<file path="src/rtl/fwd_hazard_ctrl_pkg.sv">
// Shared definitions for the EX-stage operand forwarding controller:
// operand mux select codes and tracking-slot field widths.
package fwd_hazard_ctrl_pkg;

    localparam int SEL_W = 3;

    localparam logic [SEL_W-1:0] SEL_RF   = 3'b000;
    localparam logic [SEL_W-1:0] SEL_MEM  = 3'b001;
    localparam logic [SEL_W-1:0] SEL_WB   = 3'b010;
    localparam logic [SEL_W-1:0] SEL_RET  = 3'b011;
    localparam logic [SEL_W-1:0] SEL_IMM  = 3'b100;
    localparam logic [SEL_W-1:0] SEL_PC   = 3'b101;
    localparam logic [SEL_W-1:0] SEL_FOUR = 3'b110;
    localparam logic [SEL_W-1:0] SEL_ZERO = 3'b111;

    localparam int SLOT_RA_W   = 5;
    localparam int STALL_CNT_W = 16;

endpackage

</file>
<file path="src/rtl/fwd_hazard_ctrl_fwd_match.sv">
// Compares one source register against the in-flight ex/mem/wb destinations
// and returns the forwarding select of the nearest producer.
module fwd_match
    import fwd_hazard_ctrl_pkg::*;
#(
    parameter int RA_W = SLOT_RA_W
) (
    input  logic             src_used,
    input  logic [RA_W-1:0]  src,
    input  logic             ex_v,
    input  logic             ex_wen,
    input  logic [RA_W-1:0]  ex_rd,
    input  logic             mem_v,
    input  logic             mem_wen,
    input  logic [RA_W-1:0]  mem_rd,
    input  logic             wb_v,
    input  logic             wb_wen,
    input  logic [RA_W-1:0]  wb_rd,
    output logic [SEL_W-1:0] sel
);

    logic ex_hit;
    logic mem_hit;
    logic wb_hit;

    // x0 is hard-wired zero, so a write to it never produces a forward
    assign ex_hit  = src_used & ex_v  & ex_wen  & (ex_rd  != '0) & (src == ex_rd);
    assign mem_hit = src_used & mem_v & mem_wen & (mem_rd != '0) & (src == mem_rd);
    assign wb_hit  = src_used & wb_v  & wb_wen  & (wb_rd  != '0) & (src == wb_rd);

    always_comb begin
        sel = SEL_RF;
        if (ex_hit) begin
            sel = SEL_MEM;
        end else if (mem_hit) begin
            sel = SEL_WB;
        end else if (wb_hit) begin
            sel = SEL_RET;
        end
    end

endmodule

</file>
<file path="src/rtl/fwd_hazard_ctrl.sv">
// Forwarding/hazard sequencer for the RV32I EX operand muxes: tracks in-flight
// destinations, registers the A/B selects, and inserts load-use stalls.
module fwd_hazard_ctrl
    import fwd_hazard_ctrl_pkg::*;
#(
    parameter int RA_W  = SLOT_RA_W,
    parameter int CNT_W = STALL_CNT_W
) (
    input  logic             clk,
    input  logic             rst_n,
    input  logic             id_valid,
    input  logic [RA_W-1:0]  id_rs1,
    input  logic [RA_W-1:0]  id_rs2,
    input  logic             id_use_rs1,
    input  logic             id_use_rs2,
    input  logic             id_a_pc,
    input  logic             id_b_imm,
    input  logic [RA_W-1:0]  id_rd,
    input  logic             id_wen,
    input  logic             id_load,
    input  logic             flush,
    input  logic             hold,
    output logic [SEL_W-1:0] sel_a,
    output logic [SEL_W-1:0] sel_b,
    output logic             stall,
    output logic [CNT_W-1:0] stall_cnt
);

    // Tracking slots: _p0 = ex, _p1 = mem, _p2 = wb. The ret slot needs no
    // storage: its producer is only ever consumed as the wb match (code 011).
    logic            vld_p0, vld_p1, vld_p2;
    logic            wen_p0, wen_p1, wen_p2;
    logic [RA_W-1:0] rd_p0, rd_p1, rd_p2;
    logic            load_p0;

    logic [SEL_W-1:0] fwd_a, fwd_b;
    logic [SEL_W-1:0] sel_a_nxt, sel_b_nxt;
    logic [CNT_W-1:0] cnt_q;
    logic             ld_hit_rs1, ld_hit_rs2;
    logic             bubble;

    function automatic logic [CNT_W-1:0] sat_inc(input logic [CNT_W-1:0] c);
        return (&c) ? c : c + CNT_W'(1);
    endfunction

    fwd_match #(.RA_W(RA_W)) u_match_rs1 (
        .src_used (id_use_rs1),
        .src      (id_rs1),
        .ex_v     (vld_p0),
        .ex_wen   (wen_p0),
        .ex_rd    (rd_p0),
        .mem_v    (vld_p1),
        .mem_wen  (wen_p1),
        .mem_rd   (rd_p1),
        .wb_v     (vld_p2),
        .wb_wen   (wen_p2),
        .wb_rd    (rd_p2),
        .sel      (fwd_a)
    );

    fwd_match #(.RA_W(RA_W)) u_match_rs2 (
        .src_used (id_use_rs2),
        .src      (id_rs2),
        .ex_v     (vld_p0),
        .ex_wen   (wen_p0),
        .ex_rd    (rd_p0),
        .mem_v    (vld_p1),
        .mem_wen  (wen_p1),
        .mem_rd   (rd_p1),
        .wb_v     (vld_p2),
        .wb_wen   (wen_p2),
        .wb_rd    (rd_p2),
        .sel      (fwd_b)
    );

    // Load data is not ready until the end of MEM, so a consumer directly
    // behind a load must wait one cycle.
    assign ld_hit_rs1 = id_use_rs1 & (id_rs1 == rd_p0);
    assign ld_hit_rs2 = id_use_rs2 & (id_rs2 == rd_p0);
    assign stall      = id_valid & vld_p0 & load_p0 & wen_p0 & (rd_p0 != '0)
                      & (ld_hit_rs1 | ld_hit_rs2);
    assign bubble     = flush | stall;

    always_comb begin
        sel_a_nxt = SEL_ZERO;
        sel_b_nxt = SEL_ZERO;
        if (!bubble && id_valid) begin
            sel_a_nxt = id_a_pc  ? SEL_PC  : fwd_a;
            sel_b_nxt = id_b_imm ? SEL_IMM : fwd_b;
        end
    end

    // ID -> EX boundary: slot valids, selects and stall counter
    always_ff @(posedge clk or negedge rst_n) begin
        if (!rst_n) begin
            vld_p0 <= 1'b0;
            vld_p1 <= 1'b0;
            vld_p2 <= 1'b0;
            sel_a  <= SEL_RF;
            sel_b  <= SEL_RF;
            cnt_q  <= '0;
        end else if (!hold) begin
            vld_p0 <= id_valid & ~bubble;
            vld_p1 <= vld_p0;
            vld_p2 <= vld_p1;
            sel_a  <= sel_a_nxt;
            sel_b  <= sel_b_nxt;
            if (stall && !flush) begin
                cnt_q <= sat_inc(cnt_q);
            end
        end
    end

    // Slot payload is qualified by the valids above, so it carries no reset
    always_ff @(posedge clk) begin
        if (!hold) begin
            rd_p0   <= id_rd;
            wen_p0  <= id_wen;
            load_p0 <= id_load;
            rd_p1   <= rd_p0;
            wen_p1  <= wen_p0;
            rd_p2   <= rd_p1;
            wen_p2  <= wen_p1;
        end
    end

    assign stall_cnt = cnt_q;

endmodule

</file>
<file path="config.mk">
export PLATFORM = sky130hd
export DESIGN_NAME = fwd_hazard_ctrl
export DESIGN_NICKNAME = d
export VERILOG_FILES = /design/src/rtl/fwd_hazard_ctrl_pkg.sv /design/src/rtl/fwd_hazard_ctrl_fwd_match.sv /design/src/rtl/fwd_hazard_ctrl.sv
export SDC_FILE = /design/constraint.sdc
export NUM_CORES = 1
export LEC_CHECK = 0
export CAP_MARGIN = 20
export CORE_ASPECT_RATIO = 1.2
export CORE_MARGIN = 10
export CORE_UTILIZATION = 52
export DETAILED_ROUTE_END_ITERATION = 8
export PLACE_DENSITY_LB_ADDON = 0.25
export SLEW_MARGIN = 10
export SYNTH_ARGS = -nofsm -noshare
export SYNTH_HDL_FRONTEND = slang
export SYNTH_HIERARCHICAL = 1
export SYNTH_SLANG_ARGS = --single-unit
</file>
<file path="constraint.sdc">
create_clock -name clk -period 2.6 [get_ports clk]
set_clock_uncertainty 0.15 [all_clocks]
set_input_delay 0.78 -clock clk [delete_from_list [all_inputs] [get_ports clk]]
set_output_delay 0.78 -clock clk [all_outputs]
set_load 0.02 [all_outputs]
</file>
==> out/summary.md, run 1 <==
### Status
* finished, violations left — result of the run
* setup timing — failing checks

### Floorplan
* 95.4 um — Chip Height
* 49 — I/O pin count
* 82.8 um — width of the chip
* 7900 um^2 — DIE AREA
* 27 — num rows
* 0.536 — starting density of the core
* 4590 um^2 — total core area

### Placement
* -995 ps — worst setup slack after placement
* 4900 um — DPL Wire Length
* 3260 um^2 — Area after DPL
* 48 — Port-buffer cells
* 0.906 — RD Place Congestion

### Clock network
* done — clock tree from TritonCTS
* 2 — Max clock buf depth
* sky130_fd_sc_hd__clkbuf_8 — root buffer cell
* 44 — CTS Sinks
* 300 ps — Clk Latency, worst-skew pair
* 5 — CTS buffer count
* 2 — maximum level of the CTS H-tree
* 80 ps — clock-pin slew of the registers on the worst-case setup and hold paths

### Synthesis
* 42 — number of distinct library cells after synthesis
* 6 — Syn. warnings
* 239 — nets in the synthesized netlist
* 2460 um^2 — Mapped Area
* 0.486 — portion of the post-synthesis area used by sequential elements
* sky130_fd_sc_hd__dfrtp_1 — post-synth top area cell
* 0.254 — portion of synthesized cell area occupied by the leading cell type
* sky130_fd_sc_hd__dfrtp_1 — Post-synth top flop
* sky130_fd_sc_hd__xor2_1 — most used standard cell by instance count after synthesis
* 19 — number of enable flip-flop cells after synthesis
* sky130_fd_sc_hd__xor2_1 (29), sky130_fd_sc_hd__dfrtp_1 (25), sky130_fd_sc_hd__xnor2_1 (20) — synth cell count leaders
* 212 — gate count after technology mapping
* 0.568 — Synth async-reset ratio
* 11.6 um^2 — post-synthesis average cell area
* sky130_fd_sc_hd__dfrtp_1 (25%), sky130_fd_sc_hd__edfxtp_1 (23%), sky130_fd_sc_hd__xor2_1 (10%) — cells taking the most area after synthesis
* 44 — Yosys reg bits

### Detailed routing
* 18.3 um — DR WL/cell
* 0 — antenna violation net count after detailed routing
* 0 — total DRC errors in the routed layout
* 2013 — via count of the routed design
* 6550 um — total length of routed wires
* 4 — count of TritonRoute iterations in the first routing pass
* 150 — Iteration-0 DRC Markers
* 5.62 — Avg Vias per Cell

### Critical path
* input pin — startpoint kind of the worst setup timing path
* simple AND/OR/NAND/NOR gates — delay-heaviest family, CP
* 2 — top fanout value on the critical path
* 2 — buffering stage count on the worst path with inverters included
* 1810 ps — arrival time reported for the critical path endpoint
* sky130_fd_sc_hd__nor4_4 — slowest library cell on the worst path
* sky130_fd_sc_hd__buf_6 — library cell appearing most often on the critical path
* input pin to output port — worst setup path category
* 7 — Worst R2R Path Depth
* id_rs2[2] — timing startpoint of the critical path
* 320 ps — Largest stage delay, worst path
* 220 ps — register-to-register setup slack
* 6 — stages on the worst setup path
* 1670 ps — required time worst endpoint
* stall — Critical Path End
* buf_6 -> xor2_4 -> nor4_4 -> a32oi_4 -> nor2_4 -> buf_6 — critical-path cell list
* rd_p0[2]$_DFFE_PN_ — launching point of the worst reg2reg path
* stall_cnt[1]$_DFFE_PN0P_ — Reg-to-Reg End
* output port — kind of end point of the critical path

### Final layout
* 39.4% — signed area change from the synthesized netlist to the final layout
* 326 — layout net count
* 3430 um^2 — area of all placed cells without fillers
* 0 — ANT cells
* 0.250 — layout cell share with drive strength beyond 1
* 0.747 — final core area utilization

### STA
* true — setup repair after global routing missed its margin
* 0 — Final Max Tran Viols
* 1 — setup violation total in the final timing report
* 0.365 GHz — FMAX
* 525 ps — Worst Max-Slew Pin Slew
* 0 — hold violation count in the final report
* 1.05 — share of the cycle needed by the critical path after routing
* 0.647 — Slew headroom
* 333 ps — final hold slack
* 2740 ps — crit path time final
* -138 ps — smallest setup slack after layout

### Global route
* 2239 — via count of the first global-routing pass
* 0 — Remaining Overflow, GRT
* 0 — initial antenna violation count
* 11000 um — first-pass GRT wire length
* 26 — pin count of the biggest net entering global routing
* 0.171 — global router's overall resource usage

### Power
* 1.45 nW — leakage power
* 445 nW/um^2 — pwr/cell area
* 334 uV — Worst VDD drop

### Flow run
* 0 — max-cap violation count

### Hold path
* register to register — worst hold-check path type

power by group:
| part | switching, mW | internal, mW | total (mW) |
|---|---|---|---|
| Clock | 0.240 | 0.212 | 0.453 |
| Sequential | 0.0332 | 0.763 | 0.796 |
| Combinational | 0.134 | 0.145 | 0.279 |
cell families after synthesis:
family,after synthesis,share of synthesized area
multiplexers,3,0.0137
buffers and inverters,15,0.0310
flip-flops,44,0.486
AND/OR/NAND/NOR,76,0.209
AO/OA/AOI/OAI,22,0.0777
other,2,0.00305
XOR/XNOR,49,0.174
adder cells (fa/ha/maj),1,0.00508
cells in the final DEF (no fill, tap or decap), types with 2 or more instances in the layout:
cell	Yosys	layout
sky130_fd_sc_hd__o32a_1	3	3
sky130_fd_sc_hd__nor2_1	9	8
sky130_fd_sc_hd__xnor2_2	0	2
sky130_fd_sc_hd__o22a_1	3	3
sky130_fd_sc_hd__or2_1	2	2
sky130_fd_sc_hd__edfxtp_1	19	19
sky130_fd_sc_hd__buf_12	0	2
sky130_fd_sc_hd__dlygate4sd2_1	0	2
sky130_fd_sc_hd__a222oi_1	2	2
sky130_fd_sc_hd__buf_4	3	34
sky130_fd_sc_hd__clkbuf_8	0	6
sky130_fd_sc_hd__clkdlybuf4s50_1	0	36
sky130_fd_sc_hd__buf_2	1	3
sky130_fd_sc_hd__nor4_2	3	2
sky130_fd_sc_hd__nand3_1	8	8
sky130_fd_sc_hd__or4_1	2	2
sky130_fd_sc_hd__and3_1	3	3
sky130_fd_sc_hd__buf_6	1	6
sky130_fd_sc_hd__o221a_2	2	2
sky130_fd_sc_hd__nand4_1	8	8
sky130_fd_sc_hd__o2111ai_1	3	3
sky130_fd_sc_hd__mux2_2	3	3
sky130_fd_sc_hd__inv_1	10	10
sky130_fd_sc_hd__a21boi_1	2	2
sky130_fd_sc_hd__nor4b_1	2	2
sky130_fd_sc_hd__nor2b_1	3	3
sky130_fd_sc_hd__xnor2_1	20	18
sky130_fd_sc_hd__o21ai_1	3	3
sky130_fd_sc_hd__nand2_1	7	7
sky130_fd_sc_hd__nor4_4	3	4
sky130_fd_sc_hd__clkinv_2	0	2
sky130_fd_sc_hd__nor3_1	5	5
sky130_fd_sc_hd__nor4_1	13	13
sky130_fd_sc_hd__conb_1	2	2
sky130_fd_sc_hd__dfrtp_1	25	25
sky130_fd_sc_hd__xor2_1	29	27
sky130_fd_sc_hd__or4_4	2	2
worst min-delay path by stage:
stage	from	to	slack, ps	depth (start not counted)
floorplan	wen_p1$_DFFE_PN_	wen_p2$_DFFE_PN_	300	0
global placement	wen_p1$_DFFE_PN_	wen_p2$_DFFE_PN_	310	0
detailed placement	wen_p1$_DFFE_PN_	wen_p2$_DFFE_PN_	310	0
CTS	wen_p1$_DFFE_PN_	wen_p2$_DFFE_PN_	330	0
global route	wen_p1$_DFFE_PN_	wen_p2$_DFFE_PN_	360	0
finish	wen_p1$_DFFE_PN_	wen_p2$_DFFE_PN_	330	0
worst reg2reg max path: stages, from the launching register on:
cell and delay, ps:
sky130_fd_sc_hd__edfxtp_1 440, sky130_fd_sc_hd__buf_6 160, sky130_fd_sc_hd__xor2_4 150, sky130_fd_sc_hd__nor4_4 320, sky130_fd_sc_hd__a32oi_4 180, sky130_fd_sc_hd__buf_4 240
sky130_fd_sc_hd__nor3_1 270, sky130_fd_sc_hd__mux2_2 360
sequential cells by signal, indices dropped and copies added (netlist names):
signal / cells
rd_p1: 5
wen_p1: 1
stall_cnt: 16
rd_p0: 5
sel_b: 3
wen_p0: 1
load_p0: 1
wen_p2: 1
sel_a: 3
vld_p2: 1
rd_p2: 5
vld_p0: 1
vld_p1: 1
repair_timing:
| item | CTS | global route |
|---|---|---|
| resized for setup | 45 | 8 |
| hold buffers | 0 | 0 |
| setup buffers | 0 | 3 |
| pin swaps | 6 | 4 |
| setup endpoints to repair | 14 | 1 |
final cells by class:
cell class | count | area (um^2)
multi-input cells | 153 | 1260
flip-flops and latches | 44 | 1200
fillers | 336 | 1160
repair buffers | 85 | 773
clock buffers | 6 | 82.6
well taps | 58 | 72.6
inverters | 10 | 37.5
clock inverters | 2 | 10.0
per-layer routing:
metal	wire length, um	global-route usage	vias up	share of wire
met5	0	0	-	0
met4	204	0.0838	0	0.031
met3	417	0.0546	15	0.064
met2	3330	0.304	66	0.51
met1	2590	0.180	975	0.40
li1	-	-	957	-
per-stage QoR:
stage               instances  setup TNS, ps  total power, mW
finish                    358           -138             1.53
detailed placement        347          -9180             1.07
global placement          347          -7680             1.06
CTS                       355           -178             1.52
floorplan                 212          -80.7            0.918
global route              358           -187             1.60
(Power assumes the default switching activity.)
==> inputs of run 2 (changes only) <==
--- a/config.mk
+++ b/config.mk
@@ -9,6 +9,7 @@
 export CORE_ASPECT_RATIO = 1.2
 export CORE_MARGIN = 10
 export CORE_UTILIZATION = 52
+export CTS_CLUSTER_DIAMETER = 120
 export DETAILED_ROUTE_END_ITERATION = 8
 export PLACE_DENSITY_LB_ADDON = 0.25
 export SLEW_MARGIN = 10
==> results of run 2 <==
No change in the layout: final DEF, timing and power equal those of run 1.
